===== src/rtl/div_pkg.sv =====
// Shared types for the restoring divider. Widths stay per-instance, so only the
// controller state encoding lives here.
package div_pkg;

  typedef enum logic [1:0] {
    IDLE = 2'd0,
    RUN  = 2'd1,
    DONE = 2'd2
  } state_t;

endpackage


===== src/rtl/subtractor_n.sv =====
// Combinational unsigned subtractor: diff_o = a_i - b_i, borrow_o set when b_i > a_i.
module subtractor_n #(
  parameter int nb_bit = 9
) (
  input  logic [nb_bit-1:0] a_i,
  input  logic [nb_bit-1:0] b_i,
  output logic [nb_bit-1:0] diff_o,
  output logic              borrow_o
);

  assign {borrow_o, diff_o} = {1'b0, a_i} - {1'b0, b_i};

endmodule


===== src/rtl/divider_restoring_n.sv =====
// Sequential unsigned restoring divider: one quotient bit per clock, nb_bit
// iterations per division, divide-by-zero resolved immediately.
module divider_restoring_n
  import div_pkg::*;
#(
  parameter int nb_bit = 8
) (
  input  logic              clk_i,
  input  logic              rst_i,
  input  logic              start_i,
  input  logic [nb_bit-1:0] dividend_i,
  input  logic [nb_bit-1:0] divisor_i,
  output logic              busy_o,
  output logic              done_o,
  output logic [nb_bit-1:0] quotient_o,
  output logic [nb_bit-1:0] remainder_o,
  output logic              div_by_zero_o,
  output logic [1:0]        dbg_state
);

  // Handshake: start_i is a request honoured only in IDLE (busy_o low); once
  // accepted, busy_o stays high until the single-cycle done_o pulse, and the
  // result outputs hold their value until the next accepted start.

  localparam int CW = (nb_bit > 1) ? $clog2(nb_bit) : 1;
  localparam logic [CW-1:0] LAST = CW'(nb_bit - 1);

  state_t            state, state_nx;
  logic [CW-1:0]     cnt;
  logic [nb_bit-1:0] rem_q, quo_q, dsr_q;
  logic [nb_bit-1:0] quotient, remainder;
  logic              dbz;

  logic [nb_bit:0]   shifted, sub_b, diff;
  logic              borrow;
  logic [nb_bit-1:0] rem_nx, quo_nx;
  logic              unused_diff_msb;

  assign shifted = {rem_q, quo_q[nb_bit-1]};
  assign sub_b   = {1'b0, dsr_q};

  subtractor_n #(.nb_bit(nb_bit + 1)) u_sub (
    .a_i      (shifted),
    .b_i      (sub_b),
    .diff_o   (diff),
    .borrow_o (borrow)
  );

  // Partial remainder stays below the divisor, so a successful subtraction
  // always fits in nb_bit bits and the top difference bit is always zero.
  assign unused_diff_msb = diff[nb_bit];
  assign rem_nx = borrow ? shifted[nb_bit-1:0] : diff[nb_bit-1:0];
  assign quo_nx = {quo_q[nb_bit-2:0], ~borrow};

  always_comb begin
    state_nx = state;
    case (state)
      IDLE: if (start_i) state_nx = (divisor_i != '0) ? RUN : DONE;
      RUN:  if (cnt == LAST) state_nx = DONE;
      DONE: state_nx = IDLE;
      default: state_nx = IDLE;
    endcase
  end

  always_ff @(posedge clk_i) begin
    if (rst_i) begin
      state     <= IDLE;
      cnt       <= '0;
      rem_q     <= '0;
      quo_q     <= '0;
      dsr_q     <= '0;
      quotient  <= '0;
      remainder <= '0;
      dbz       <= 1'b0;
    end else begin
      state <= state_nx;
      case (state)
        IDLE: begin
          if (start_i) begin
            if (divisor_i != '0) begin
              dsr_q <= divisor_i;
              quo_q <= dividend_i;
              rem_q <= '0;
              cnt   <= '0;
            end else begin
              quotient  <= '1;
              remainder <= dividend_i;
              dbz       <= 1'b1;
            end
          end
        end
        RUN: begin
          rem_q <= rem_nx;
          quo_q <= quo_nx;
          cnt   <= cnt + 1'b1;
          if (cnt == LAST) begin
            quotient  <= quo_nx;
            remainder <= rem_nx;
            dbz       <= 1'b0;
          end
        end
        default: ;
      endcase
    end
  end

  assign busy_o        = (state == RUN) || (state == DONE);
  assign done_o        = (state == DONE);
  assign quotient_o    = quotient;
  assign remainder_o   = remainder;
  assign div_by_zero_o = dbz;
  assign dbg_state     = state;

endmodule

===== config.mk =====
export PLATFORM = sky130hd
export DESIGN_NAME = divider_restoring_n
export DESIGN_NICKNAME = d
export VERILOG_FILES = /design/src/rtl/div_pkg.sv /design/src/rtl/subtractor_n.sv /design/src/rtl/divider_restoring_n.sv
export SDC_FILE = /design/constraint.sdc
export NUM_CORES = 1
export LEC_CHECK = 0
export CORE_MARGIN = 2
export CORE_UTILIZATION = 53
export DETAILED_ROUTE_END_ITERATION = 16
export HOLD_SLACK_MARGIN = 0.03
export PLACE_DENSITY_LB_ADDON = 0.25
export SYNTH_ARGS = -nofsm -noshare
export SYNTH_HDL_FRONTEND = slang
export SYNTH_SLANG_ARGS = --single-unit

===== constraint.sdc =====
create_clock -name clk_i -period 2.75 [get_ports clk_i]
set_input_delay 0.6875 -clock clk_i [delete_from_list [all_inputs] [get_ports clk_i]]
set_output_delay 0.6875 -clock clk_i [all_outputs]
set_load 0.005 [all_outputs]

== Yosys cells after proc, flatten, opt, wreduce, memory -nomap -nowiden ==
Cells that the tools add are included.

* Flip-flop bits (word level): 46
* Bits in latches: 0
* RAM bits: 0
* Bits in read-only memories: 0
* Output and inout port bits: 21
* Memories: 0

* $add $sub $neg: 2
* $mul: 0
* Div/mod/pow operators: 0
* Order comparisons: 0
* Eq/ne operators: 7
* Shift operators: 0
* Muxes and demuxes: 26
* Bitwise logic cells: 1
* Reductions and logical operators: 8

{| class="wikitable"
|+ Operator list
! operator !! count
|-
| 8-bit 2-to-1 mux || 11
|-
| 8-bit case mux with 2 select lines || 4
|-
| 9-bit by 8-bit subtractor with 10-bit output || 1
|-
| 2-bit inequality test (second input constant) || 4
|-
| 8-bit nonzero test || 1
|-
| 2-bit 2-to-1 mux || 3
|-
| 3-bit 2-to-1 mux || 2
|-
| 3-bit case mux with 2 select lines || 1
|-
| 3-bit AND reduction || 2
|-
| 2-bit case mux with 2 select lines || 1
|-
| 4-bit AND reduction || 1
|-
| 3-bit by 1-bit adder with 3-bit output (second input constant) || 1
|-
| 3-bit == test (second input constant) || 1
|-
| 1-bit 2-to-1 mux || 3
|-
| 2-bit by 1-bit == test with 1-bit output (second input constant) || 1
|-
| 2-bit == test (second input constant) || 1
|-
| 2-bit logical NOT || 1
|-
| 1-bit case mux with 2 select lines || 1
|-
| 2-bit AND reduction || 1
|-
| 2-bit nonzero test || 1
|-
| 1-bit logical OR || 1
|-
| 1-bit NOT || 1
|}

== Logic depth before layout (Yosys ltp) ==
Gate-level depths: netlist (run 1).

* Depth in word-level cells: 4
* Gate-level depth with buffers: 10
* Mapped depth without buffers: 10

== Modules after synthesis ==
Synthesis (run 1) repeated with hierarchy kept, for this count alone.

* Cell total of the unflattened synthesis: 334
* Area total of the unflattened synthesis: 2778.9 µm²

{| class="wikitable"
|+ Modules (own cells, without submodules)
! module !! instances !! cells an instance !! area each (µm²) !! sequential area each (µm²)
|-
| divider_restoring_n || 1 || 284 || 2409.8 || 920.9
|-
| subtractor_n || 1 || 50 || 369.1 || 0.0
|}

== Least setup slack after synthesis (run 1) ==
OpenSTA, ideal clock, no wires.

* Kind: reg-to-reg
* From: reg dsr_q[1]
* To: reg remainder[0] (netlist: remainder_o[0])
* Setup time: 132 ps
* Arrival time: 1883 ps
* Data required time: 2618 ps
* Setup slack: 734 ps
* Cell stages (with the launch flop): 10
* Buffers on the path: 1
* Path through: dfxtp_1 > inv_1 > ha_1 > nor2b_1 > o31a_4 > o31ai_4 > and2_1 > buf_6 > mux2i_1 > a311oi_2

* Cells in the longest elaborated chain, start to end: 4

{| class="wikitable"
|+ RTL lines
! element !! line !! source
|-
| start, declared || divider_restoring_n.sv:30 || <nowiki>logic [nb_bit-1:0] rem_q, quo_q, dsr_q;</nowiki>
|-
| start signal, assigned || divider_restoring_n.sv:81 || <nowiki>dsr_q <= divisor_i;</nowiki>
|-
| 9-bit by 8-bit subtractor with 10-bit output || subtractor_n.sv:11 || <nowiki>assign {borrow_o, diff_o} = {1'b0, a_i} - {1'b0, b_i};</nowiki>
|-
| 8-bit 2-to-1 mux || divider_restoring_n.sv:52 || <nowiki>assign rem_nx = borrow ? shifted[nb_bit-1:0] : diff[nb_bit-1:0];</nowiki>
|-
| 8-bit 2-to-1 mux || divider_restoring_n.sv:96 || <nowiki>if (cnt == LAST) begin</nowiki>
|-
| 8-bit case mux with 2 select lines || divider_restoring_n.sv:77 || <nowiki>case (state)</nowiki>
|-
| end signal, assigned || divider_restoring_n.sv:87 || <nowiki>remainder <= dividend_i;</nowiki>
|-
| end signal, assigned || divider_restoring_n.sv:98 || <nowiki>remainder <= rem_nx;</nowiki>
|-
| end, declared || divider_restoring_n.sv:31 || <nowiki>logic [nb_bit-1:0] quotient, remainder;</nowiki>
|}

No other way between the ends. The select of a mux whose other input is x is not followed.
A chain may end at the register's enable or synchronous reset.

== Final worst setup path (run 1) ==
* From: reg rem_q[0]
* To: reg remainder[7] (netlist: remainder_o[7])

* Cells in the longest elaborated chain, start to end: 4

{| class="wikitable"
|+ RTL lines
! element !! line !! source
|-
| start, declared || divider_restoring_n.sv:30 ||
|-
| start signal, assigned || divider_restoring_n.sv:93 || <nowiki>rem_q <= rem_nx;</nowiki>
|-
| 9-bit by 8-bit subtractor with 10-bit output || subtractor_n.sv:11 ||
|-
| 8-bit 2-to-1 mux || divider_restoring_n.sv:52 ||
|-
| 8-bit 2-to-1 mux || divider_restoring_n.sv:96 ||
|-
| 8-bit case mux with 2 select lines || divider_restoring_n.sv:77 ||
|}

No other way between the ends. The select of a mux whose other input is x is not followed.

==> results of run 1 <==
## cell type report
class / instances / area (um2)
Timing Repair Buffer: 50 / 485.5
Multi-Input combinational cell: 214 / 1371
Inverter: 16 / 60.06
Clock inverter: 3 / 21.27
Tap cell: 52 / 65.06
Sequential cell: 46 / 920.9
Fill cell: 369 / 1421
Clock buffer: 5 / 68.82
## worst min path at each step
stage | start | to | slack [ps]
after floorplan | cnt[1] | cnt[1] | 440
after global placement | cnt[2] | cnt[2] | 450
after detailed placement | div_by_zero_o | div_by_zero_o | 450
after CTS | div_by_zero_o | div_by_zero_o | 470
after global routing | cnt[2] | cnt[2] | 490
final | div_by_zero_o | div_by_zero_o | 470
## logic make-up after synthesis
| kind of cell | Yosys count | synth area share |
|---|---|---|
| compound gates | 86 | 0.2480 |
| simple gates | 103 | 0.1925 |
| flops | 46 | 0.3747 |
| buf+inv | 34 | 0.06720 |
| mux | 8 | 0.03259 |
| xor+xnor | 3 | 0.01069 |
| fa+ha+maj | 14 | 0.07434 |
## power groups by stage
stage / sequential [mW] / clock [mW] / combinational [mW]
2_1_floorplan: 0.760 / 0 / 0.387
3_3_place_gp: 0.765 / 0 / 0.552
3_5_place_dp: 0.766 / 0 / 0.565
4_1_cts: 0.751 / 0.424 / 0.568
5_1_grt: 0.758 / 0.454 / 0.627
6_report: 0.752 / 0.418 / 0.570
## critical path: cells and delay by family (launching register included)
family          cells  cell delay, ps
simple gates        2             300
flops               1             430
mux                 1             240
fa+ha+maj           1             250
compound gates      3             980
## state kept, by name (all words and copies together), names as in the netlist
name,flops
cnt,3
rem_q,8
div_by_zero_o,1
quo_q,8
quotient_o,8
dbg_state,2
remainder_o,8
dsr_q,8
## cell usage in the layout, fill, tap and decap left out, types with 3 or more instances in the layout
master / n
nand3_1: 14
buf_4: 10
a31oi_1: 4
nand2b_1: 10
nor2_1: 37
clkdlybuf4s50_1: 39
o21ai_0: 13
clkbuf_8: 5
nand2_1: 24
a21oi_1: 29
a211oi_1: 6
inv_1: 14
nor3_1: 4
mux2i_1: 8
o21a_1: 3
nand4_1: 4
ha_1: 13
dfxtp_1: 46
a311oi_1: 6
o32ai_1: 4
## per-layer routing
metal  vias to the layer above  GRT usage  wire length (um)  part of all wire
met5                         -          0                 0                 0
met4                         0    0.08386                87             0.015
met3                        10    0.04861               315             0.053
met2                        64     0.3863              2768              0.47
met1                      1064     0.3266              2761              0.47
li1                       1131          -                 -                 -
## metrics by stage
stage                     cells  power, mW  setup WS [ps]
after floorplan             294      1.148          734.2
after global placement      378      1.317          189.0
after detailed placement    378      1.331          156.4
after CTS                   386      1.742          467.2
after global routing        386      1.840          250.4
final                       386      1.739          461.8
==> impl_metrics.yaml, run 1 <==
outcome:
  status: "finished clean"
logic_synthesis:
  syn_area_per_cell_um2: 8.358
  netlist_top_cells_count: "dfxtp_1, nor2_1, a21oi_1"
  async_reset_ff_frac: 0
  synth_edf_count: 0
  synth.most_common_cell: "dfxtp_1"
  yosys-top-cells-area: "dfxtp_1, ha_1, a21oi_1"
  synth_area_um2: 2457
  synthFlopType: "dfxtp_1"
  synth_top_area_frac: 0.3747
  yosys.area.top_type: "dfxtp_1"
  synth_cell_types: 50
  synth_warnings: 0
  syn_nets: 327
  ys_ff_latch: 46
  postSynthCellCount: 294
  seq_area_frac_synth: 0.3747
drt:
  vias: 2269
  wl_per_cell_um: 15.37
  via_per_inst: 5.878
  antenna_left: 0
  dr.pass1.iters: 4
  dr.first_iter.drc_count: 161
  wirelength_um: 5932
  drc: 0
worst_setup_path:
  crit_chain: "ha_1 -> nor2b_1 -> o31a_4 -> o41ai_1 -> mux2i_1 -> nand3_1 -> a311oi_1"
  cp-start-kind: "register"
  slowest_stage: "dfxtp_1"
  cp_slowest_stage_delay_ps: 430
  rrSetupSlack_ps: 460
  endpoint_kind: "register"
  critical_path_class: "reg2reg"
  worstPathMaxFanout: 4
  r2r_start: "rem_q[0]"
  worstPathArrival_ps: 2510
  timing.critical_path.to: "remainder_o[7]"
  worstPathRequired_ps: 2970
  crit_path_start: "rem_q[0]"
  rr_worst_depth: 7
  r2r_end: "remainder_o[7]"
job:
  drv_cap: 0
timing:
  clock_skew_ps: 7.898
  fin_tns_setup_ps: 0
  hold_viol_final: 0
  worst_slew_pin_slew_ps: 477.3
  holdWs_ps: 468.0
  setup_viol: 0
  rsz0062_at_grt: "no"
  slew_headroom: 0.6818
  max_freq_mhz: 437.0
  min_period_over_period: 0.8321
  period_needed_ps: 2288
  slew_violations: 0
cts:
  insertion_delay_ps: 300
  cts_max_level: 2
  cts_repair_resize_count: 0
  numCtsBuffers: 5
  clock_sinks: 46
  ctsRootBufferMaster: "clkbuf_8"
  clkTransAtPathRegs_ps: 90
  ctsHoldBuffers: 0
  cts_tree: "yes"
  clockBufferDepth: 2
  post_cts_buffers: 0
cells_and_area:
  area_delta_synth_final_pct: 21.79
  design_area_um2: 2993
  nets: 366
  drive_above_1_share: 0.08683
  utilization: 0.6780
  num_antenna_cells: 0
place:
  hpwl_um: 4369
  place_area_um2: 2903
  io_buffers: 39
  globalplace.congestion: 0.9451
grt:
  grt_max_degree: 34
  grt_pass1_wl_um: 9977
  grt_pass1_vias: 2161
  antenna_found_initial: 0
  grt-ovfl-total: 0
  grt_usage: 0.2419
hold_path:
  hold_class: "reg2reg"
  hold_depth: 2
power_and_ir_drop:
  p_per_area_nw_per_um2: 581.1
  switchingPower_uw: 593.2
  clock_power_share: 0.240
  p_comb_frac: 0.327
  max-vdd-ir-drop_uv: 311.7
  switching_share: 0.3411
  seqPwrFrac: 0.432
  p_int_mw: 1.146
  leakage_nw: 1.083
floorplan:
  ios: 40
  chipHeight_um: 72.09
  rows: 24
  start_util: 0.5567
  die_w_um: 72.09
  coreArea_um2: 4414
  fp.dieArea_um2: 5197
(Power assumes the default switching activity.)
==> inputs of run 2 (changes only) <==
- clock period: 2.75 -> 2.3 ns (I/O delays scaled with it)
==> run 2 against run 1 <==
Cell count grew 4.7%; flip-flop and latch count unchanged; routed wire length up 2.5%; final area is 6.1% higher; sequential share of layout area shrank 1.8 points; global-route usage is 0.82 points higher; register-to-register slack worse by 300 ps; critical path depth grew 2; largest cell class unchanged; power increased by 24%; setup slack got worse by 300 ps; worst hold slack better by 1.5 ps.
==> impl_metrics.yaml, run 2 (synthesized netlist as in run 1, its figures left out) <==
floorplan:
  chipHeight_um: 72.09
  die_w_um: 72.09
  coreArea_um2: 4414
  start_util: 0.5567
  ios: 40
  fp.dieArea_um2: 5197
  rows: 24
worst_setup_path:
  worstPathRequired_ps: 2480
  cp-start-kind: "register"
  worstPathMaxFanout: 6
  worstPathArrival_ps: 2320
  critical_path_class: "reg2reg"
  endpoint_kind: "register"
cts:
  post_cts_buffers: 0
  clkTransAtPathRegs_ps: 90
  cts_max_level: 2
  cts_tree: "yes"
  insertion_delay_ps: 310
  ctsRootBufferMaster: "clkbuf_8"
  clockBufferDepth: 2
  clock_sinks: 46
  numCtsBuffers: 5
timing:
  fin_tns_setup_ps: 0
  worst_slew_pin_slew_ps: 334.6
  slew_headroom: 0.7769
  clock_skew_ps: 12.61
  slew_violations: 0
  period_needed_ps: 2142
  min_period_over_period: 0.9312
  holdWs_ps: 469.5
  rsz0062_at_grt: "no"
  hold_viol_final: 0
  setup_viol: 0
  max_freq_mhz: 466.9
  fin_ws_ps: 158.3
outcome:
  status: "finished clean"
drt:
  drc: 0
  vias: 2371
  wl_per_cell_um: 15.05
  antenna_left: 0
  dr.pass1.iters: 4
  wirelength_um: 6080
  via_per_inst: 5.869
  dr.first_iter.drc_count: 213
grt:
  grt_usage: 0.2501
  grt_max_degree: 38
  grt_pass1_wl_um: 10370
  grt_pass1_vias: 2219
  grt-ovfl-total: 0
  antenna_found_initial: 0
place:
  place_area_um2: 3063
  dp_cells: 396
  hpwl_um: 4533
  io_buffers: 39
  dpl_worst_slack_ps: -184.4
  globalplace.congestion: 0.9035
cells_and_area:
  design_area_um2: 3177
  drive_above_1_share: 0.1449
  utilization: 0.7197
  mostFrequentLayoutCells: "dfxtp_1, clkdlybuf4s50_1, nor2_1"
  num_antenna_cells: 0
  fin_cells: 404
  area_delta_synth_final_pct: 29.28
  mostFrequentLayoutCell: "dfxtp_1"
  nets: 384
power_and_ir_drop:
  leakage_nw: 1.187
  max-vdd-ir-drop_uv: 384.1
  p_per_area_nw_per_um2: 681.6
  power_mw: 2.165
job:
  drv_cap: 0
hold_path:
  hold_class: "reg2reg"
run 2: worst max-delay path: stages, from the launching register on:
cell	delay, ps
dfxtp_1	340
inv_1	70
ha_1	260
nor2b_1	140
o31a_4	310
o31ai_4	200
buf_4	170
nand2_1	160
mux2i_1	260
o32ai_1	110
run 2: path summary, 6_finish.rpt:
path	cells past startpoint	end	start	slack [ps]
min	2	cnt[1]	cnt[1]	470
max	9	rem_q[1]	dsr_q[1]	160
max reg2reg	9	rem_q[1]	dsr_q[1]	160
min reg2reg	2	cnt[1]	cnt[1]	470
run 2: report_power, final:
| group | internal, mW | switching (mW) | total (mW) | leakage, nW |
|---|---|---|---|---|
| registers | 0.859 | 0.0395 | 0.899 | 0.375 |
| clock network | 0.218 | 0.295 | 0.513 | 0.0408 |
| logic | 0.355 | 0.398 | 0.753 | 0.772 |
| total | 1.43 | 0.733 | 2.17 | 1.19 |
run 2: final cells by class:
cell class | count | area [um2]
multi-input cells | 214 | 1393
fillers | 361 | 1237
flip-flops and latches | 46 | 920.9
repair buffers | 68 | 645.6
clock buffers | 5 | 68.82
well taps | 52 | 65.06
inverters | 16 | 60.06
clock inverters | 3 | 23.77
run 2: what timing repair did:
| item | 4_1_cts | 5_1_grt |
|---|---|---|
| resized for setup | 0 | 5 |
| hold buffers | 0 | 0 |
| endpoints found under the setup margin | 0 | 7 |
run 2: layer usage:
| metal | GRT usage | wire [um] | share of wire |
|---|---|---|---|
| met1 | 0.3424 | 2727 | 0.45 |
| met3 | 0.04028 | 385 | 0.063 |
| met5 | 0 | 0 | 0 |
| met2 | 0.4139 | 2921 | 0.48 |
| met4 | 0.06080 | 46 | 0.0076 |
